===== config.mk =====
export PLATFORM = sky130hd
export DESIGN_NAME = pc_sequencer_flat
export DESIGN_NICKNAME = d
export VERILOG_FILES = /design/src/rtl/pc_seq_pkg.sv /design/src/rtl/pc_sequencer_if.sv /design/src/rtl/pc_sequencer_btn_debounce.sv /design/src/rtl/pc_sequencer.sv /design/src/flat_wrapper.sv
export SDC_FILE = /design/constraint.sdc
export NUM_CORES = 1
export LEC_CHECK = 0
export CAP_MARGIN = 20
export CORE_ASPECT_RATIO = 1.1
export CORE_MARGIN = 2
export CORE_UTILIZATION = 46
export CTS_CLUSTER_SIZE = 30
export DETAILED_ROUTE_END_ITERATION = 6
export PLACE_DENSITY = 0.79
export SYNTH_ARGS = -nofsm -noshare
export SYNTH_HDL_FRONTEND = slang
export SYNTH_HIERARCHICAL = 1
export SYNTH_SLANG_ARGS = --single-unit
export TNS_END_PERCENT = 1

===== constraint.sdc =====
create_clock -name clk -period 3.7 [get_ports clk]
set_input_delay 0.555 -clock clk [delete_from_list [all_inputs] [get_ports clk]]
set_output_delay 0.555 -clock clk [all_outputs]
set_load 0.1 [all_outputs]

===== src/rtl/pc_seq_pkg.sv =====
// Shared types and constants for the fetch-side PC sequencer.
package pc_seq_pkg;

  typedef enum logic [1:0] {
    RUN        = 2'd0,
    WAIT_PRESS = 2'd1,
    WAIT_REL   = 2'd2,
    COMMIT     = 2'd3
  } state_t;

  localparam int         PC_STEP  = 4;
  localparam logic [5:0] JR_FUNCT = 6'b001000;

endpackage


===== src/rtl/pc_sequencer_if.sv =====
// Decode-to-sequencer bundle: control decodes and operands in, PC/commit status out.
interface pc_sequencer_if #(
  parameter int PC_W = 32
);
  logic            branch;
  logic            branch_ne;
  logic            alu_zero;
  logic            jump;
  logic            jal;
  logic            jr;
  logic            pause;
  logic            in_req;
  logic [15:0]     imm16;
  logic [25:0]     target26;
  logic [PC_W-1:0] rs_data;
  logic            btn_confirm;
  logic [PC_W-1:0] pc;
  logic [PC_W-1:0] link_addr;
  logic            instr_valid;
  logic            waiting;

  modport master (
    output branch, branch_ne, alu_zero, jump, jal, jr, pause, in_req,
    output imm16, target26, rs_data, btn_confirm,
    input  pc, link_addr, instr_valid, waiting
  );

  modport slave (
    input  branch, branch_ne, alu_zero, jump, jal, jr, pause, in_req,
    input  imm16, target26, rs_data, btn_confirm,
    output pc, link_addr, instr_valid, waiting
  );
endinterface


===== src/rtl/pc_sequencer_btn_debounce.sv =====
// Operator button conditioning: 2-flop synchroniser, stability counter, rising-edge pulse.
module btn_debounce #(
  parameter int DEBOUNCE_N = 250000
) (
  input  logic clk,
  input  logic rst_n,
  input  logic btn,
  output logic level,
  output logic rise
);
  localparam int CNT_W = $clog2(DEBOUNCE_N + 1);

  logic [1:0]       sync_reg;
  logic [CNT_W-1:0] cnt_reg, cnt_next;
  logic             level_reg, level_next;
  logic             rise_reg, rise_next;

  // Level flips only after DEBOUNCE_N consecutive samples disagreeing with it.
  always_comb begin
    cnt_next   = cnt_reg;
    level_next = level_reg;
    rise_next  = 1'b0;
    if (sync_reg[1] == level_reg) begin
      cnt_next = '0;
    end else if (cnt_reg == CNT_W'(DEBOUNCE_N - 1)) begin
      cnt_next   = '0;
      level_next = sync_reg[1];
      rise_next  = sync_reg[1];
    end else begin
      cnt_next = cnt_reg + CNT_W'(1);
    end
  end

  always_ff @(posedge clk or negedge rst_n) begin
    if (!rst_n) begin
      sync_reg  <= '0;
      cnt_reg   <= '0;
      level_reg <= 1'b0;
      rise_reg  <= 1'b0;
    end else begin
      sync_reg  <= {sync_reg[0], btn};
      cnt_reg   <= cnt_next;
      level_reg <= level_next;
      rise_reg  <= rise_next;
    end
  end

  assign level = level_reg;
  assign rise  = rise_reg;
endmodule


===== src/rtl/pc_sequencer.sv =====
// Program-counter stage: next-PC select, jal link address, operator stall for pause/input.
// Optional PC_PAUSE_TIMEOUT_EN lets a pause resume on its own after TIMEOUT_N cycles.
module pc_sequencer
  import pc_seq_pkg::*;
#(
  parameter int              PC_W       = 32,
  parameter logic [PC_W-1:0] RESET_PC   = '0,
  parameter int              DEBOUNCE_N = 250000,
  parameter int              TIMEOUT_N  = 50000000
) (
  input logic           clk,
  input logic           rst_n,
  pc_sequencer_if.slave bus
);
  state_t          state_reg, state_next;
  logic [PC_W-1:0] pc_reg, pc_next;
  logic            waiting_reg, waiting_next;
  logic [PC_W-1:0] pc4, br_target, jmp_target, seq_target;
  logic            stall_req, btn_level, btn_rise, timeout_hit;

  if (DEBOUNCE_N < 2 || TIMEOUT_N < 2) begin : g_param_check
    $error("pc_sequencer: DEBOUNCE_N and TIMEOUT_N must be at least 2");
  end

  btn_debounce #(
    .DEBOUNCE_N(DEBOUNCE_N)
  ) u_btn (
    .clk  (clk),
    .rst_n(rst_n),
    .btn  (bus.btn_confirm),
    .level(btn_level),
    .rise (btn_rise)
  );

  assign pc4        = pc_reg + PC_W'(PC_STEP);
  assign br_target  = pc4 + {{(PC_W-18){bus.imm16[15]}}, bus.imm16, 2'b00};
  assign jmp_target = {pc4[PC_W-1:28], bus.target26, 2'b00};
  assign stall_req  = bus.pause | bus.in_req;

  always_comb begin
    seq_target = pc4;
    if (bus.jump | bus.jal)
      seq_target = jmp_target;
    else if (bus.jr)
      seq_target = bus.rs_data;
    else if (bus.branch & (bus.alu_zero ^ bus.branch_ne))
      seq_target = br_target;
  end

`ifdef PC_PAUSE_TIMEOUT_EN
  localparam int TO_W = $clog2(TIMEOUT_N + 1);
  logic [TO_W-1:0] to_cnt_reg;
  logic            pause_wait_reg;

  // Only a pause stall may time out; an input instruction always needs the operator.
  assign timeout_hit = (state_reg == WAIT_PRESS) && pause_wait_reg &&
                       (to_cnt_reg == TO_W'(TIMEOUT_N - 1));

  always_ff @(posedge clk or negedge rst_n) begin
    if (!rst_n) begin
      to_cnt_reg     <= '0;
      pause_wait_reg <= 1'b0;
    end else begin
      if (state_reg != WAIT_PRESS)
        to_cnt_reg <= '0;
      else if (!timeout_hit)
        to_cnt_reg <= to_cnt_reg + TO_W'(1);
      if (state_reg == RUN && state_next == WAIT_PRESS)
        pause_wait_reg <= bus.pause & ~bus.in_req;
    end
  end
`else
  assign timeout_hit = 1'b0;
`endif

  always_comb begin
    state_next = state_reg;
    pc_next    = pc_reg;
    unique case (state_reg)
      RUN: begin
        if (stall_req)
          state_next = WAIT_PRESS;
        else
          pc_next = seq_target;
      end
      WAIT_PRESS: begin
        // Edge, not level: a button already held on entry must be released first.
        if (btn_rise)
          state_next = WAIT_REL;
        else if (timeout_hit)
          state_next = COMMIT;
      end
      WAIT_REL: begin
        if (!btn_level)
          state_next = COMMIT;
      end
      COMMIT: begin
        pc_next    = pc4;
        state_next = RUN;
      end
      default: state_next = RUN;
    endcase
    waiting_next = (state_next == WAIT_PRESS) || (state_next == WAIT_REL);
  end

  always_ff @(posedge clk or negedge rst_n) begin
    if (!rst_n) begin
      state_reg   <= RUN;
      pc_reg      <= RESET_PC;
      waiting_reg <= 1'b0;
    end else begin
      state_reg   <= state_next;
      pc_reg      <= pc_next;
      waiting_reg <= waiting_next;
    end
  end

  assign bus.pc          = pc_reg;
  assign bus.link_addr   = pc4;
  assign bus.waiting     = waiting_reg;
  assign bus.instr_valid = (state_reg == COMMIT) || ((state_reg == RUN) && !stall_req);
endmodule

===== src/flat_wrapper.sv =====
// flat-port wrapper written by rule: the top's interface ports become plain ports
module pc_sequencer_flat import pc_seq_pkg::*;
#(
  parameter int              PC_W       = 32,
  parameter logic [PC_W-1:0] RESET_PC   = '0,
  parameter int              DEBOUNCE_N = 250000,
  parameter int              TIMEOUT_N  = 50000000
)
  (clk, rst_n, bus_branch, bus_branch_ne, bus_alu_zero, bus_jump, bus_jal, bus_jr, bus_pause, bus_in_req, bus_imm16, bus_target26, bus_rs_data, bus_btn_confirm, bus_pc, bus_link_addr, bus_instr_valid, bus_waiting);
  pc_sequencer_if #(.PC_W(PC_W)) bus_i ();
  input logic clk;
  input logic rst_n;
  input wire logic [$bits(bus_i.branch)-1:0] bus_branch;
  input wire logic [$bits(bus_i.branch_ne)-1:0] bus_branch_ne;
  input wire logic [$bits(bus_i.alu_zero)-1:0] bus_alu_zero;
  input wire logic [$bits(bus_i.jump)-1:0] bus_jump;
  input wire logic [$bits(bus_i.jal)-1:0] bus_jal;
  input wire logic [$bits(bus_i.jr)-1:0] bus_jr;
  input wire logic [$bits(bus_i.pause)-1:0] bus_pause;
  input wire logic [$bits(bus_i.in_req)-1:0] bus_in_req;
  input wire logic [$bits(bus_i.imm16)-1:0] bus_imm16;
  input wire logic [$bits(bus_i.target26)-1:0] bus_target26;
  input wire logic [$bits(bus_i.rs_data)-1:0] bus_rs_data;
  input wire logic [$bits(bus_i.btn_confirm)-1:0] bus_btn_confirm;
  output wire logic [$bits(bus_i.pc)-1:0] bus_pc;
  output wire logic [$bits(bus_i.link_addr)-1:0] bus_link_addr;
  output wire logic [$bits(bus_i.instr_valid)-1:0] bus_instr_valid;
  output wire logic [$bits(bus_i.waiting)-1:0] bus_waiting;
  assign bus_i.branch = bus_branch;
  assign bus_i.branch_ne = bus_branch_ne;
  assign bus_i.alu_zero = bus_alu_zero;
  assign bus_i.jump = bus_jump;
  assign bus_i.jal = bus_jal;
  assign bus_i.jr = bus_jr;
  assign bus_i.pause = bus_pause;
  assign bus_i.in_req = bus_in_req;
  assign bus_i.imm16 = bus_imm16;
  assign bus_i.target26 = bus_target26;
  assign bus_i.rs_data = bus_rs_data;
  assign bus_i.btn_confirm = bus_btn_confirm;
  assign bus_pc = bus_i.pc;
  assign bus_link_addr = bus_i.link_addr;
  assign bus_instr_valid = bus_i.instr_valid;
  assign bus_waiting = bus_i.waiting;
  pc_sequencer #(.PC_W(PC_W), .RESET_PC(RESET_PC), .DEBOUNCE_N(DEBOUNCE_N), .TIMEOUT_N(TIMEOUT_N)) u_core (.clk(clk), .rst_n(rst_n), .bus(bus_i));
endmodule

==> impl_metrics.ini, run 1 <==
[placed_design]
place_area_sq_um = 8270
dpl.cell_count = 1103
gp_congestion = 0.978
preCtsSetupSlack_ps = -70.2
dp_hpwl_microns = 18600
port_buffers = 150

[worst_setup_path]
critPathArrivalTime_ps = 3850
required_ps = 3880
max_stage_delay_ps = 430
criticalPathCategory = flip-flop to flip-flop
critPathCaptureType = flip-flop
critPathMaxFanout = 5
worstSetupStartpointType = flip-flop
r2r-start = u_core/bus.pc[6]
cp_cell_sequence = and3_1, and4_1, and2_2, nand4_1, xnor2_4, ha_1, nand3_1, nor2_1, nand4_1, a31oi_1, nor2_1, xnor2_1, o21ai_0, a31oi_1
slowest_stage = dfrtp_4
cp-startpoint = u_core/bus.pc[6]

[sta]
hold_violations = 0
fin_crit_ps = 3680
maxSlewHeadroom_pct = 31.9
finalSetupViolations = 0
worst_pin_slew_ps = 1020
fin_skew_ps = 7.89
drv_slew = 0
post-route-period-util_pct = 99.3
setup_slack_ps = 24.9
whs_ps = 352
rsz0062_at_grt = true
fmax_mhz = 272
fin_setup_tns_ps = 0

[yosys]
synth-async-reset-ratio_pct = 100
ys_seq_area_share_pct = 24.2
avgSynthCellArea_sq_um = 7.66
netlist_instances = 769
ys.flop_type = dfrtp_1
synth_area_sq_um = 5890
synth_cell_types = 74
syn_nets = 892
yosysWarningCount = 6
synth_seq_cells = 57
synth_edf_count = 0

[floorplan]
initial_utilization_pct = 47.0
io_pins = 151
core-area_sq_um = 12500
die_area_sq_um = 13700
row_count = 43
die_w_microns = 112
die_h_microns = 123

[route]
viasPerCell = 6.34
drc_errors = 0
wl_per_cell_microns = 21.5
vias = 7144
wl_microns = 24300
drt_iter0_markers = 836
drt_pass1_iterations = 5
drtAntennaViolNets = 0

[power_and_ir_drop]
switching_share_pct = 43.2
ir_drop_mv = 0.271
pwr-share-comb_pct = 48.8
power_frac_seq_pct = 23.4
power_switching_uw = 1330
p_int_uw = 1750
p_per_area_nw_per_um2 = 350
clock_power_share_pct = 27.8
power.leakage_uw = 0.00368

[clock_tree]
cts_htree_levels = 3
cts_tree = built
clock-sinks = 57
cts.clk_slew.worst_paths_ps = 50
clkLatencyLatePin_ps = 330
clk_path_buf_depth = 2
cts_buffers = 9
clock-root-buffer = clkbuf_16

[flow_run]
drv_cap = 0

[hold_path]
hold_class = flip-flop to flip-flop
hold_start = u_core/u_btn/sync_reg[0]

[final_layout]
instances_no_fill = 1127
n_antenna_cell = 0
area_growth_pct = 49.3
final_cell_mix = clkdlybuf4s50_1 (119), buf_4 (106), nand2_1 (82)
drive_above_1_share_pct = 22.5
final_common_cell = clkdlybuf4s50_1
stdcell_area_sq_um = 8790
largest_reg_flops = 32
nets = 1090

[global_routing]
grt_antenna_before_repair = 0
grt_pass1_vias = 6983
grt_pass1_wl_microns = 37000
track_usage_pct = 34.3
grt_max_degree = 42
grt_overflow_total = 0

[run_status]
status = completed
[final cells by class]
type	instances	area (sq um)
fill	1025	3750
tap	157	196
sequential	57	1480
multi-input combinational	652	4700
clock buffer	12	267
inverter	19	71.3
clock inverter	2	37.5
timing repair buffer	228	2030
[worst paths after layout]
path / end / slack (ps) / depth (start not counted)
min: u_core/u_btn/sync_reg[1] / 350 / 0
max in group asynchronous: u_core/bus.pc[31] / 2490 / 2
max: u_core/bus.pc[22] / 20 / 14
min in group asynchronous: u_core/bus.pc[10] / 390 / 1
max reg2reg: u_core/bus.pc[22] / 20 / 14
min reg2reg: u_core/u_btn/sync_reg[1] / 350 / 0
[stage by stage]
| stage | utilization (%) | total power [uW] |
|---|---|---|
| CTS | 68.5 | 3030 |
| global route | 70.1 | 3180 |
| floorplan | - | 1690 |
| finish | 70.1 | 3080 |
| global placement | 65.9 | 2140 |
| detailed placement | 65.9 | 2160 |
[power by group through the flow]
stage	Clock [uW]	Combinational, uW	Sequential, uW
final	855	1500	720
after CTS	864	1450	718
after floorplan	0	759	934
after global placement	0	1410	726
after detailed placement	0	1430	727
after global routing	885	1580	724
[cell usage after synthesis (all sizes together) (3+ instances only)]
| library cell | number | area (sq um) |
|---|---|---|
| nand2 | 82 | 308 |
| nor3b | 3 | 22.5 |
| a21o | 16 | 120 |
| and2 | 8 | 50.1 |
| nor2b | 3 | 18.8 |
| a211o | 3 | 26.3 |
| o31ai | 4 | 30.0 |
| clkbuf | 29 | 111 |
| or3 | 4 | 25.0 |
| or4 | 5 | 48.8 |
| xor2 | 27 | 251 |
| o211ai | 13 | 97.6 |
| o22ai | 7 | 43.8 |
| ha | 37 | 463 |
| nand4 | 22 | 150 |
| o21bai | 4 | 30.0 |
| o221ai | 13 | 120 |
| a2111oi | 4 | 35.0 |
| o211a | 3 | 30.0 |
| nand2b | 7 | 46.3 |
| a31oi | 17 | 106 |
| buf | 12 | 67.6 |
| xnor2 | 38 | 340 |
| nor2 | 87 | 334 |
| o21ai | 52 | 260 |
| dfrtp | 57 | 1430 |
| mux2i | 5 | 50.1 |
| a21oi | 68 | 340 |
| nor3 | 12 | 71.3 |
| and4 | 6 | 55.1 |
| and3 | 12 | 76.3 |
| a211oi | 10 | 75.1 |
| nor4 | 11 | 75.1 |
| nand3 | 37 | 190 |
| inv | 19 | 71.3 |
| a221o | 4 | 40.0 |
[layer usage]
layer  wire length, microns  track usage [%]  vias up
met4                    676             11.3        0
met5                      0                0        -
met1                   9820             45.5     3440
met3                   2080             5.68       58
met2                  11700             57.3      397
li1                       -                -     3249
[logic make-up after synthesis]
kind of cell | share of synthesized area [%]
fa+ha+maj | 8.20
compound gates | 26.5
flops | 24.2
simple gates | 25.7
xor+xnor | 10.1
mux | 1.11
buf+inv | 4.25
[what timing repair did]
item                       CTS  global route
pin swaps                    2            13
setup endpoints to repair    2            15
hold buffers                 0             0
setup buffers                1             9
resized for setup            5            31
[worst max-delay path, delay by kind of cell (launching register included)]
kind | cells | cell delay (ps)
DFF | 1 | 430
and+or+nand+nor | 8 | 1590
adders and majority gates | 1 | 320
AOI/OAI and AO/OA | 3 | 760
xor gates and xnor gates | 2 | 400
Power figures use the tool's default switching activity.
==> run 2: changes to the inputs <==
CTS_CLUSTER_SIZE = 20   (was 30)
==> results of run 2 <==
Final layout, timing and power as in run 1 (identical DEF).
